<file path="config.mk">
export PLATFORM = sky130hd
export DESIGN_NAME = nibble_serial_adder_ctrl
export DESIGN_NICKNAME = d
export VERILOG_FILES = /design/src/rtl/nibble_serial_adder_ctrl_pkg.sv /design/src/rtl/nibble_serial_adder_ctrl_add4.sv /design/src/rtl/nibble_serial_adder_ctrl.sv
export SDC_FILE = /design/constraint.sdc
export NUM_CORES = 1
export LEC_CHECK = 0
export CAP_MARGIN = 10
export CORE_MARGIN = 4
export CORE_UTILIZATION = 25
export DETAILED_ROUTE_END_ITERATION = 16
export GPL_TIMING_DRIVEN = 0
export RECOVER_POWER = 25
export SLEW_MARGIN = 20
export SYNTH_ARGS = -nofsm -noshare
export SYNTH_HDL_FRONTEND = slang
export SYNTH_SLANG_ARGS = --single-unit
</file>
<file path="constraint.sdc">
create_clock -name clk -period 3.6 [get_ports clk]
set_input_delay 0.9 -clock clk [delete_from_list [all_inputs] [get_ports clk]]
set_output_delay 0.9 -clock clk [all_outputs]
set_load 0.05 [all_outputs]
</file>
<file path="src/rtl/nibble_serial_adder_ctrl_pkg.sv">
// Shared types and constants for the nibble-serial adder controller.
// Holds the FSM state enum, the nibble width and the index-width helper.
package nsa_pkg;

  localparam int NIB = 4;

  typedef enum logic [1:0] {
    IDLE = 2'd0,
    RUN  = 2'd1,
    DONE = 2'd2
  } nsa_state_e;

  // Index must address W/NIB nibbles but never collapse to zero bits.
  function automatic int idx_width(input int w);
    int n;
    n = w / NIB;
    if (n <= 1) return 1;
    return $clog2(n);
  endfunction

endpackage

</file>
<file path="src/rtl/nibble_serial_adder_ctrl_add4.sv">
// 4-bit combinational ripple-carry slice shared by every nibble step.
module nibble_add4
  import nsa_pkg::*;
(
  input  logic           cin,
  input  logic [NIB-1:0] x,
  input  logic [NIB-1:0] y,
  output logic           cout,
  output logic [NIB-1:0] s
);

  logic [NIB:0] c;

  always_comb begin
    c    = '0;
    s    = '0;
    c[0] = cin;
    for (int i = 0; i < NIB; i++) begin
      s[i]   = x[i] ^ y[i] ^ c[i];
      c[i+1] = (x[i] & y[i]) | (c[i] & (x[i] ^ y[i]));
    end
    cout = c[NIB];
  end

endmodule

</file>
<file path="src/rtl/nibble_serial_adder_ctrl.sv">
// W-bit add sequenced one nibble per clock through a single nibble_add4 slice.
// Optional subtract support (sub port, b' = ~b, carry-in forced to 1) under NSA_SUB_EN.
module nibble_serial_adder_ctrl
  import nsa_pkg::*;
#(
  parameter int W = 16
)(
  input  logic         clk,
  input  logic         rst,
  input  logic         start,
  input  logic [W-1:0] a,
  input  logic [W-1:0] b,
  input  logic         cin,
`ifdef NSA_SUB_EN
  input  logic         sub,
`endif
  output logic         busy,
  output logic         done,
  output logic [W-1:0] sum,
  output logic         cout,
  output logic         ovf
);

  // state | meaning
  // IDLE  | waiting for start; outputs hold the last result
  // RUN   | one nibble per clock, LSB nibble first
  // DONE  | done pulse, unconditional return to IDLE

  localparam int N  = W / NIB;
  localparam int IW = idx_width(W);
  localparam logic [IW-1:0] LAST = IW'(N - 1);

  logic sub_w;
`ifdef NSA_SUB_EN
  assign sub_w = sub;
`else
  assign sub_w = 1'b0;
`endif

  nsa_state_e    state_q, state_d;
  logic [IW-1:0] idx_q, idx_d;
  logic [W-1:0]  a_q, a_d;
  logic [W-1:0]  bp_q, bp_d;
  logic          c_q, c_d;
  logic [W-1:0]  sum_q, sum_d;
  logic          cout_q, cout_d;
  logic          ovf_q, ovf_d;
  logic          busy_q, busy_d;
  logic          done_q, done_d;

  logic [NIB-1:0] slice_x, slice_y, slice_s;
  logic           slice_co;

  always_comb begin
    slice_x = '0;
    slice_y = '0;
    for (int i = 0; i < N; i++) begin
      if (idx_q == IW'(i)) begin
        slice_x = a_q[i*NIB +: NIB];
        slice_y = bp_q[i*NIB +: NIB];
      end
    end
  end

  nibble_add4 u_slice (
    .cin  (c_q),
    .x    (slice_x),
    .y    (slice_y),
    .cout (slice_co),
    .s    (slice_s)
  );

  always_comb begin
    state_d = state_q;
    idx_d   = idx_q;
    a_d     = a_q;
    bp_d    = bp_q;
    c_d     = c_q;
    sum_d   = sum_q;
    cout_d  = cout_q;
    ovf_d   = ovf_q;
    busy_d  = busy_q;
    done_d  = 1'b0;
    unique case (state_q)
      IDLE: begin
        if (start) begin
          state_d = RUN;
          idx_d   = '0;
          a_d     = a;
          // Subtraction folds into the operand capture: b' = ~b, carry-in 1.
          bp_d    = sub_w ? ~b : b;
          c_d     = sub_w ? 1'b1 : cin;
          sum_d   = '0;
          cout_d  = 1'b0;
          ovf_d   = 1'b0;
          busy_d  = 1'b1;
        end
      end
      RUN: begin
        for (int i = 0; i < N; i++) begin
          if (idx_q == IW'(i)) sum_d[i*NIB +: NIB] = slice_s;
        end
        c_d = slice_co;
        if (idx_q == LAST) begin
          cout_d  = slice_co;
          ovf_d   = (a_q[W-1] == bp_q[W-1]) && (slice_s[NIB-1] != a_q[W-1]);
          state_d = DONE;
          done_d  = 1'b1;
        end else begin
          idx_d = idx_q + 1'b1;
        end
      end
      DONE: begin
        state_d = IDLE;
        busy_d  = 1'b0;
      end
      default: begin
        state_d = IDLE;
        busy_d  = 1'b0;
      end
    endcase
  end

  always_ff @(posedge clk or posedge rst) begin
    if (rst) begin
      state_q <= IDLE;
      idx_q   <= '0;
      a_q     <= '0;
      bp_q    <= '0;
      c_q     <= 1'b0;
      sum_q   <= '0;
      cout_q  <= 1'b0;
      ovf_q   <= 1'b0;
      busy_q  <= 1'b0;
      done_q  <= 1'b0;
    end else begin
      state_q <= state_d;
      idx_q   <= idx_d;
      a_q     <= a_d;
      bp_q    <= bp_d;
      c_q     <= c_d;
      sum_q   <= sum_d;
      cout_q  <= cout_d;
      ovf_q   <= ovf_d;
      busy_q  <= busy_d;
      done_q  <= done_d;
    end
  end

  assign busy = busy_q;
  assign done = done_q;
  assign sum  = sum_q;
  assign cout = cout_q;
  assign ovf  = ovf_q;

endmodule

</file>
==> flow_summary.json, run 1 <==
{
  "status": "complete, no violations",
  "crit_required_ns": 3.81,
  "drv_slew": 0,
  "cts-htree-levels": 3,
  "coreArea_sq_um": 10940,
  "syn_area_sq_um": 2810,
  "vias_per_cell": 4.523,
  "nets": 341,
  "finalWirelength_microns": 6934,
  "hold_ws_ns": 0.4852,
  "setup_viol": 0,
  "seq_area_frac_synth_pct": 50.76,
  "min_path_cells": 1,
  "rr_worst_depth": 16,
  "period_needed_ns": 3.468,
  "worst-endpoint-arrival_ns": 3.67,
  "overflow": 0,
  "wire_per_inst_microns": 15.69,
  "gp_congestion": 0.7326,
  "grt_max_degree": 58,
  "start_kind": "register",
  "postLayoutCoreUtil_pct": 36.42,
  "synth_cell_types": 31,
  "postRouteAntennaNets": 0,
  "wl_met2_microns": 3143,
  "yosysTopAreaCell": "dfrtp_1",
  "leakagePower_nw": 1.699,
  "period_share_pct": 96.33,
  "finalHoldViolCount": 0,
  "avgSynthCellArea_sq_um": 12.33,
  "drt-initial-drc-count": 106,
  "crit_type": "reg2reg",
  "antenna_found_initial": 0,
  "start_util_pct": 25.70,
  "reg2reg_slack_ns": 0.13,
  "diodes": 0,
  "rows": 38,
  "clock-sinks": 57,
  "grt_pass1_vias": 2147,
  "cts_buffer_depth": 2,
  "place_ws_ns": -0.2295,
  "hold_buffers": 0,
  "ys_ff_latch": 57,
  "mostFrequentLayoutCells": "55 x dfrtp_1, 55 x clkdlybuf4s50_1, 43 x mux2_2, 21 x a22o_1, 11 x nand2_1",
  "synth_cells": 228,
  "drc_errors": 0,
  "hold_path_class": "reg2reg",
  "max_freq_mhz": 288.4,
  "cts_buffers": 9,
  "ios": 56,
  "tightestPinTransition_ns": 0.7162,
  "grt_pass1_wl_microns": 11130,
  "area_growth_pct": 41.72,
  "cp_max_fo": 5,
  "end_kind": "register",
  "dp.final_hpwl_microns": 4906,
  "powerDensity_nw_per_um2": 1141,
  "track_usage_pct": 11.11,
  "synth_fp_nets": 272,
  "synth_top_area_share_pct": 50.76,
  "die_area_sq_um": 13000,
  "clk_pin_slew_ns": 0.05,
  "drt-pass1-iter-count": 4,
  "vias": 1999,
  "clock-skew-final_ns": 0.007129,
  "slew_headroom_pct": 52.25,
  "die_w_microns": 114.0,
  "wl_met1_microns": 3325,
  "vdd_drop_max_uv": 342.5,
  "fin_ws_ns": 0.1321,
  "drv_cap": 0,
  "io_buffer_count": 55,
  "yosys_warnings": 0,
  "chipHeight_microns": 114.0,
  "synth_area_leaders": "dfrtp_1 51%, mux2_2 17%, a22o_1 6.5%, fa_1 2.8%, buf_6 2.4%",
  "route.met3.wl_microns": 335,
  "total_power_mw": 4.545,
  "drive_above_1_share_pct": 31.46,
  "cts-root-buf": "clkbuf_16",
  "routed.top_layer": "met4",
  "cts_tree": "yes",
  "insertion_delay_ns": 0.33
}
## routing by layer
metal | up-vias | GRT usage (%)
li1 | 958 | -
met1 | 983 | 14.80
met5 | - | 0
met3 | 10 | 3.501
met4 | 0 | 5.305
met2 | 48 | 16.35
## area by class of cell
class,count,area [sq um]
Clock inverter,5,53.80
Fill cell,1060,6953
Inverter,14,55.05
Clock buffer,11,252.7
Tap cell,140,175.2
Buffer,16,161.4
Multi-Input combinational cell,140,1275
Timing Repair Buffer,59,580.6
Sequential cell,57,1429
## worst max-delay path, stage by stage, from the launching register on
cell	delay, ns
dfrtp_2	0.45
inv_2	0.09
ha_1	0.16
buf_6	0.10
nor2b_4	0.21
a221oi_4	0.10
o31ai_4	0.20
fa_2	0.22
inv_1	0.04
fa_1	0.34
inv_1	0.08
fa_2	0.20
inv_2	0.04
fa_2	0.61
nor2_4	0.06
mux2_2	0.26
a22o_1	0.18
## through the flow
| step | std cells | instance area [sq um] | TNS [ns] |
|---|---|---|---|
| final | 442 | 3983 | 0 |
| after global routing | 442 | 3983 | -0.01327 |
| after CTS | 439 | 3890 | 0 |
| after detailed placement | 423 | 3538 | -0.9866 |
| after global placement | 423 | 3536 | -0.8420 |
| after floorplan | 228 | 2810 | 0 |
## path summary, 6_finish.rpt
kind | start | endpoint
worst max-delay path | idx_q[0] | sum[3]
worst min-delay path | busy | busy
worst max register to register | idx_q[0] | sum[3]
worst min register to register | busy | busy
max in group asynchronous | rst | idx_q[1]
min in group asynchronous | rst | sum[5]
## state kept, by name (all words and copies together) (netlist names)
signal   cells
bp_q        16
idx_q        2
done         1
busy         1
c_q          1
sum         16
ovf          1
a_q         16
state_q      2
cout         1
## logic make-up (layout without fill, tap and decap cells)
kind of cell	Yosys count	in the layout	share of synthesized area, %
buffers and inverters	31	105	6.233
AND/OR/NAND/NOR	30	30	5.744
adder cells (fa/ha/maj)	8	8	4.631
multiplexers	45	45	17.94
AO/OA/AOI/OAI	57	57	14.69
flip-flops	57	57	50.76
## cells in the mapped netlist
| cell type | instances |
|---|---|
| a21o_1 | 1 |
| a21oi_1 | 9 |
| a221o_1 | 3 |
| a221oi_1 | 2 |
| a22o_1 | 21 |
| a22oi_1 | 5 |
| a31oi_1 | 1 |
| and3_1 | 3 |
| buf_2 | 8 |
| buf_4 | 1 |
| buf_6 | 6 |
| clkbuf_1 | 2 |
| dfrtp_1 | 57 |
| fa_1 | 4 |
| ha_1 | 4 |
| inv_1 | 13 |
| inv_2 | 1 |
| mux2_2 | 43 |
| mux2i_1 | 2 |
| nand2_1 | 11 |
| nand2b_1 | 2 |
| nor2_1 | 5 |
| nor2b_1 | 5 |
| nor2b_2 | 1 |
| nor3_1 | 1 |
| nor3b_4 | 1 |
| o21ai_0 | 11 |
| o21ai_2 | 1 |
| o22ai_1 | 1 |
| o31ai_1 | 2 |
| or3_1 | 1 |
## power by group
part	internal, mW	switching (mW)	total (mW)
sequential	0.951	0.196	1.15
clock	0.570	0.296	0.866
combinational	1.20	1.33	2.53
## what timing repair did
item	4_1_cts	5_1_grt
setup buffers	0	4
resized for setup	11	25
pin swaps	1	4
endpoints found under the setup margin	9	5
(Power assumes the default switching activity.)
==> run 2: changes to the inputs <==
--- a/config.mk
+++ b/config.mk
@@ -6,7 +6,6 @@
 export NUM_CORES = 1
 export LEC_CHECK = 0
 export CAP_MARGIN = 10
-export CORE_MARGIN = 4
 export CORE_UTILIZATION = 25
 export DETAILED_ROUTE_END_ITERATION = 16
 export GPL_TIMING_DRIVEN = 0
==> flow_summary.json, run 2 (synthesized netlist as in run 1, its figures left out) <==
{
  "status": "complete, but fails checks",
  "violations": "capacitance limit, slew limit",
  "seq_area_sq_um": 1429,
  "cts_buffers": 9,
  "insertion_delay_ns": 0.34,
  "drt-pass1-iter-count": 4,
  "end_kind": "register",
  "diodes": 0,
  "crit_required_ns": 3.82,
  "coreArea_sq_um": 10890,
  "clock-skew-final_ns": 0.01045,
  "chipHeight_microns": 108.0,
  "dp.final_hpwl_microns": 4764,
  "ios": 56,
  "min_path_cells": 1,
  "vias_per_cell": 4.554,
  "vias": 1999,
  "fin_setup_tns_ns": 0,
  "clk_pin_slew_ns": 0.06,
  "postRouteAntennaNets": 0,
  "r2r_start": "idx_q[0]",
  "wire_per_inst_microns": 15.06,
  "tightestPinTransition_ns": 2.148,
  "die_area_sq_um": 11670,
  "layout_commonest_cell": "dfrtp_1",
  "whs_endpoint": "busy",
  "clkPwrFrac_pct": 14.1,
  "cp_slowest_cell": "fa_2",
  "reg2reg_slack_ns": 0.13,
  "max_freq_mhz": 288.3,
  "leakagePower_nw": 1.627,
  "place_area_sq_um": 3538,
  "seqPwrFrac_pct": 26.9,
  "postLayoutCoreUtil_pct": 35.36,
  "track_usage_pct": 12.52,
  "overflow": 0,
  "cp_max_fo": 8,
  "start_kind": "register",
  "cts_tree": "yes",
  "drv_cap": 1,
  "nets": 339,
  "nFillCells": 1060,
  "r2r_end": "sum[7]",
  "slew_headroom_pct": -43.18,
  "mostFrequentLayoutCells": "55 x dfrtp_1, 54 x clkdlybuf4s50_1, 43 x mux2_2, 21 x a22o_1",
  "crit_cells": 16,
  "place_ws_ns": -0.2050,
  "rr_worst_depth": 16,
  "start_util_pct": 25.81,
  "powerDensity_nw_per_um2": 1103,
  "critPathMaxStageDelay_ns": 0.57,
  "clock-sinks": 57,
  "grt_pass1_vias": 2154,
  "area_growth_pct": 37.00,
  "drv_slew": 58,
  "vdd_drop_max_uv": 310.0,
  "period_share_pct": 96.34,
  "period_needed_ns": 3.468,
  "io_buffer_count": 55,
  "multi_input_area_sq_um": 1277,
  "die_w_microns": 108.0,
  "fin_ws_ns": 0.1317,
  "cp_top_family": "adder cells",
  "hold_buffers": 0,
  "switching_power_mw": 1.750,
  "hold_ws_ns": 0.4828,
  "cts-root-buf": "clkbuf_8",
  "worst-endpoint-arrival_ns": 3.69,
  "drt-initial-drc-count": 96,
  "switching_share_pct": 41.20,
  "hp-start": "busy",
  "crit_type": "reg2reg",
  "setup_viol": 0,
  "cts_buffer_depth": 2,
  "rows": 38,
  "hold_path_class": "reg2reg",
  "path_cells": "inv_2, ha_1, buf_6, nor2b_4, a221oi_4, o31ai_4, fa_1, inv_1, fa_1, inv_1, fa_2, inv_2, fa_2, nor2_4, mux2_2, a22o_1",
  "pwr-share-comb_pct": 59.0,
  "gp_congestion": 0.7457,
  "internal-power_mw": 2.498,
  "antenna_found_initial": 0,
  "finalWirelength_microns": 6613,
  "drc_errors": 0,
  "grt_max_degree": 58,
  "finalHoldViolCount": 0,
  "drive_above_1_share_pct": 29.77,
  "grt_pass1_wl_microns": 10850,
  "cts-htree-levels": 3,
  "design_area_sq_um": 3850,
  "path_buf_inv": 5
}
run 2: cell types whose count changed in the layout (fill, tap and decap cells not counted), sizes merged:
cell / change
clkinv: -4
dlygate4sd3: +1
clkinvlp: +1
buf: -3
clkbuf: +3
clkdlybuf4s50: -1
run 2: worst register-to-register path: cells and delay by family (launching register included):
kind	cells	cell delay, ns
AND/OR/NAND/NOR	2	0.29
AO/OA/AOI/OAI	3	0.47
flip-flops	1	0.46
multiplexers	1	0.26
buffers and inverters	5	0.40
adder cells (fa/ha/maj)	5	1.47
run 2: final cells by class:
| class | count | share of cell area (%) |
|---|---|---|
| Sequential cell | 57 | 37.11 |
| Multi-Input combinational cell | 140 | 33.18 |
| Timing Repair Buffer | 57 | 14.69 |
| Tap cell | 140 | 4.550 |
| Clock buffer | 13 | 4.127 |
| Buffer | 16 | 3.997 |
| Inverter | 14 | 1.365 |
| Clock inverter | 2 | 0.9750 |
run 2: through the flow:
step,cells,total power [mW]
2_1_floorplan,228,2.788
3_3_place_gp,423,3.394
3_5_place_dp,423,3.430
4_1_cts,438,4.146
5_1_grt,439,4.571
6_report,439,4.248
run 2: how the worst max path moves through the flow:
stage / to / slack [ns] / start
after floorplan: sum[11] / 0.26 / idx_q[0]
after global placement: sum[3] / -0.16 / idx_q[0]
after CTS: sum[7] / 0.003 / idx_q[0]
final: sum[7] / 0.13 / idx_q[0]
after detailed placement: sum[3] / -0.21 / idx_q[0]
after global routing: sum[7] / -0.01 / idx_q[0]
run 2: power groups by stage:
stage | registers, mW | logic (mW) | clock network [mW]
after floorplan | 1.38 | 1.41 | 0
after global placement | 1.13 | 2.26 | 0
after detailed placement | 1.14 | 2.29 | 0
after CTS | 1.14 | 2.39 | 0.616
after global routing | 1.19 | 2.74 | 0.648
final | 1.14 | 2.51 | 0.600
run 2: repair_timing:
| item | CTS | global route |
|---|---|---|
| setup buffers | 0 | 2 |
| setup endpoints to repair | 5 | 5 |
| gates resized for setup | 11 | 21 |
| hold endpoints to repair | 0 | 0 |
| pin swaps | 4 | 2 |
run 2: per-layer routing:
metal | wire (microns) | vias up | track usage (%) | part of all wire [%]
met5 | 0 | - | 0 | 0
met4 | 162 | 0 | 5.969 | 2.4
met2 | 3050 | 45 | 18.74 | 46
met1 | 3066 | 989 | 15.95 | 46
met3 | 333 | 13 | 4.521 | 5.0
li1 | - | 952 | - | -
==> run 3: changes to the inputs <==
--- a/config.mk
+++ b/config.mk
@@ -6,6 +6,7 @@
 export NUM_CORES = 1
 export LEC_CHECK = 0
 export CAP_MARGIN = 10
+export CORE_MARGIN = 2
 export CORE_UTILIZATION = 25
 export DETAILED_ROUTE_END_ITERATION = 16
 export GPL_TIMING_DRIVEN = 0
==> flow_summary.json, run 3 (synthesized netlist as in run 1, its figures left out) <==
{
  "status": "complete, but fails checks",
  "violations": "capacitance limit, slew limit",
  "hold_ws_ns": 0.4992,
  "cts_buffers": 9,
  "fin_cells": 443,
  "tightestPinTransition_ns": 2.143,
  "chipHeight_microns": 110.0,
  "cts-root-buf": "clkbuf_8",
  "wl_met1_microns": 3171,
  "area_growth_pct": 37.04,
  "ios": 56,
  "dp.final_hpwl_microns": 4915,
  "drt-initial-drc-count": 69,
  "crit_required_ns": 3.82,
  "drc_errors": 0,
  "track_usage_pct": 12.32,
  "grt_max_degree": 58,
  "setup_viol": 0,
  "clk_pin_slew_ns": 0.06,
  "drive_above_1_share_pct": 30.69,
  "vias_per_cell": 4.560,
  "diodes": 0,
  "rows": 38,
  "layout_commonest_cell": "dfrtp_1",
  "period_needed_ns": 3.456,
  "end_kind": "register",
  "wl_met2_microns": 3129,
  "grt_pass1_wl_microns": 10950,
  "drv_cap": 1,
  "vias": 2020,
  "finalWirelength_microns": 6818,
  "die_w_microns": 110.0,
  "fin_ws_ns": 0.1437,
  "insertion_delay_ns": 0.33,
  "min_path_cells": 1,
  "drt-pass1-iter-count": 4,
  "rr_worst_depth": 16,
  "rsz0062_at_grt": "false",
  "dp.cells": 423,
  "slew_headroom_pct": -43.01,
  "io_buffer_count": 55,
  "cts_buffer_depth": 2,
  "gp_congestion": 0.7861,
  "finalHoldViolCount": 0,
  "worst-endpoint-arrival_ns": 3.68,
  "cp_max_fo": 5,
  "clock-sinks": 57,
  "mostFrequentLayoutCells": "57 x dfrtp_1, 53 x clkdlybuf4s50_1, 43 x mux2_2, 21 x a22o_1",
  "cts-htree-levels": 3,
  "routed.top_layer": "met4",
  "route.met3.wl_microns": 350,
  "hold_path_class": "reg2reg",
  "period_share_pct": 96.01,
  "powerDensity_nw_per_um2": 1102,
  "cts_tree": "yes",
  "wire_per_inst_microns": 15.39,
  "start_kind": "register",
  "leakagePower_nw": 1.646,
  "overflow": 0,
  "vdd_drop_max_uv": 336.4,
  "grt_pass1_vias": 2137,
  "drv_slew": 58,
  "clock-skew-final_ns": 0.005790,
  "place_ws_ns": -0.2730,
  "start_util_pct": 25.81,
  "coreArea_sq_um": 10890,
  "nets": 343,
  "max_freq_mhz": 289.3,
  "crit_type": "reg2reg",
  "postRouteAntennaNets": 0,
  "die_area_sq_um": 12100,
  "antenna_found_initial": 0
}
[run 3: power breakdown]
group | leakage [nW] | switching (mW) | internal, mW
combinational | 0.852 | 1.33 | 1.21
sequential | 0.701 | 0.191 | 0.948
clock | 0.0929 | 0.247 | 0.312
total | 1.65 | 1.77 | 2.47
[run 3: area by class of cell]
type | instances | area, sq um
plain buffers | 17 | 165.2
well taps | 140 | 175.2
repair buffers | 60 | 588.1
multi-input cells | 140 | 1267
fillers | 1061 | 7037
flip-flops and latches | 57 | 1426
inverters | 14 | 52.55
clock inverters | 4 | 45.04
clock buffers | 11 | 131.4
[run 3: timing repair]
action	CTS	global route
pin swaps	2	5
gates resized for setup	10	25
endpoints found under the setup margin	9	5
hold buffers	0	0
buffers inserted	0	5
hold endpoints to repair	0	0
[run 3: critical path, cell delays in order (launching register included)]
cell and delay [ns]:
dfrtp_1 0.43, inv_2 0.10, ha_2 0.17, buf_6 0.11, nor2b_4 0.21, a221oi_4 0.09, o31ai_4 0.26, fa_2 0.22
inv_1 0.05, fa_2 0.33, inv_2 0.06, fa_2 0.19, inv_2 0.05, fa_2 0.61, nor2_4 0.06, mux2_2 0.26
a22o_1 0.18
[run 3: metal layers]
metal  track usage (%)  vias to the layer above
li1                  -                      958
met1             15.88                     1002
met2             18.67                       45
met3             3.704                       15
met4             6.239                        0
met5                 0                        -
[run 3: path summary, 6_finish.rpt]
path | start | end | slack [ns]
hold / removal | busy | busy | 0.50
setup / recovery | idx_q[0] | sum[11] | 0.14
hold reg to reg | busy | busy | 0.50
setup reg to reg | idx_q[0] | sum[11] | 0.14
max in group asynchronous | rst | bp_q[8] | 0.63
min in group asynchronous | rst | sum[6] | 1.72
[run 3: per-stage QoR]
step                      TNS [ns]  util [%]  power [mW]  cell area [sq um]
after floorplan                  0         -       2.788               2810
after global placement     -0.6783     32.48       3.407               3536
after detailed placement    -1.175     32.50       3.451               3538
after CTS                        0     34.46       4.113               3752
after global routing             0     35.37       4.571               3851
final                            0     35.37       4.245               3851
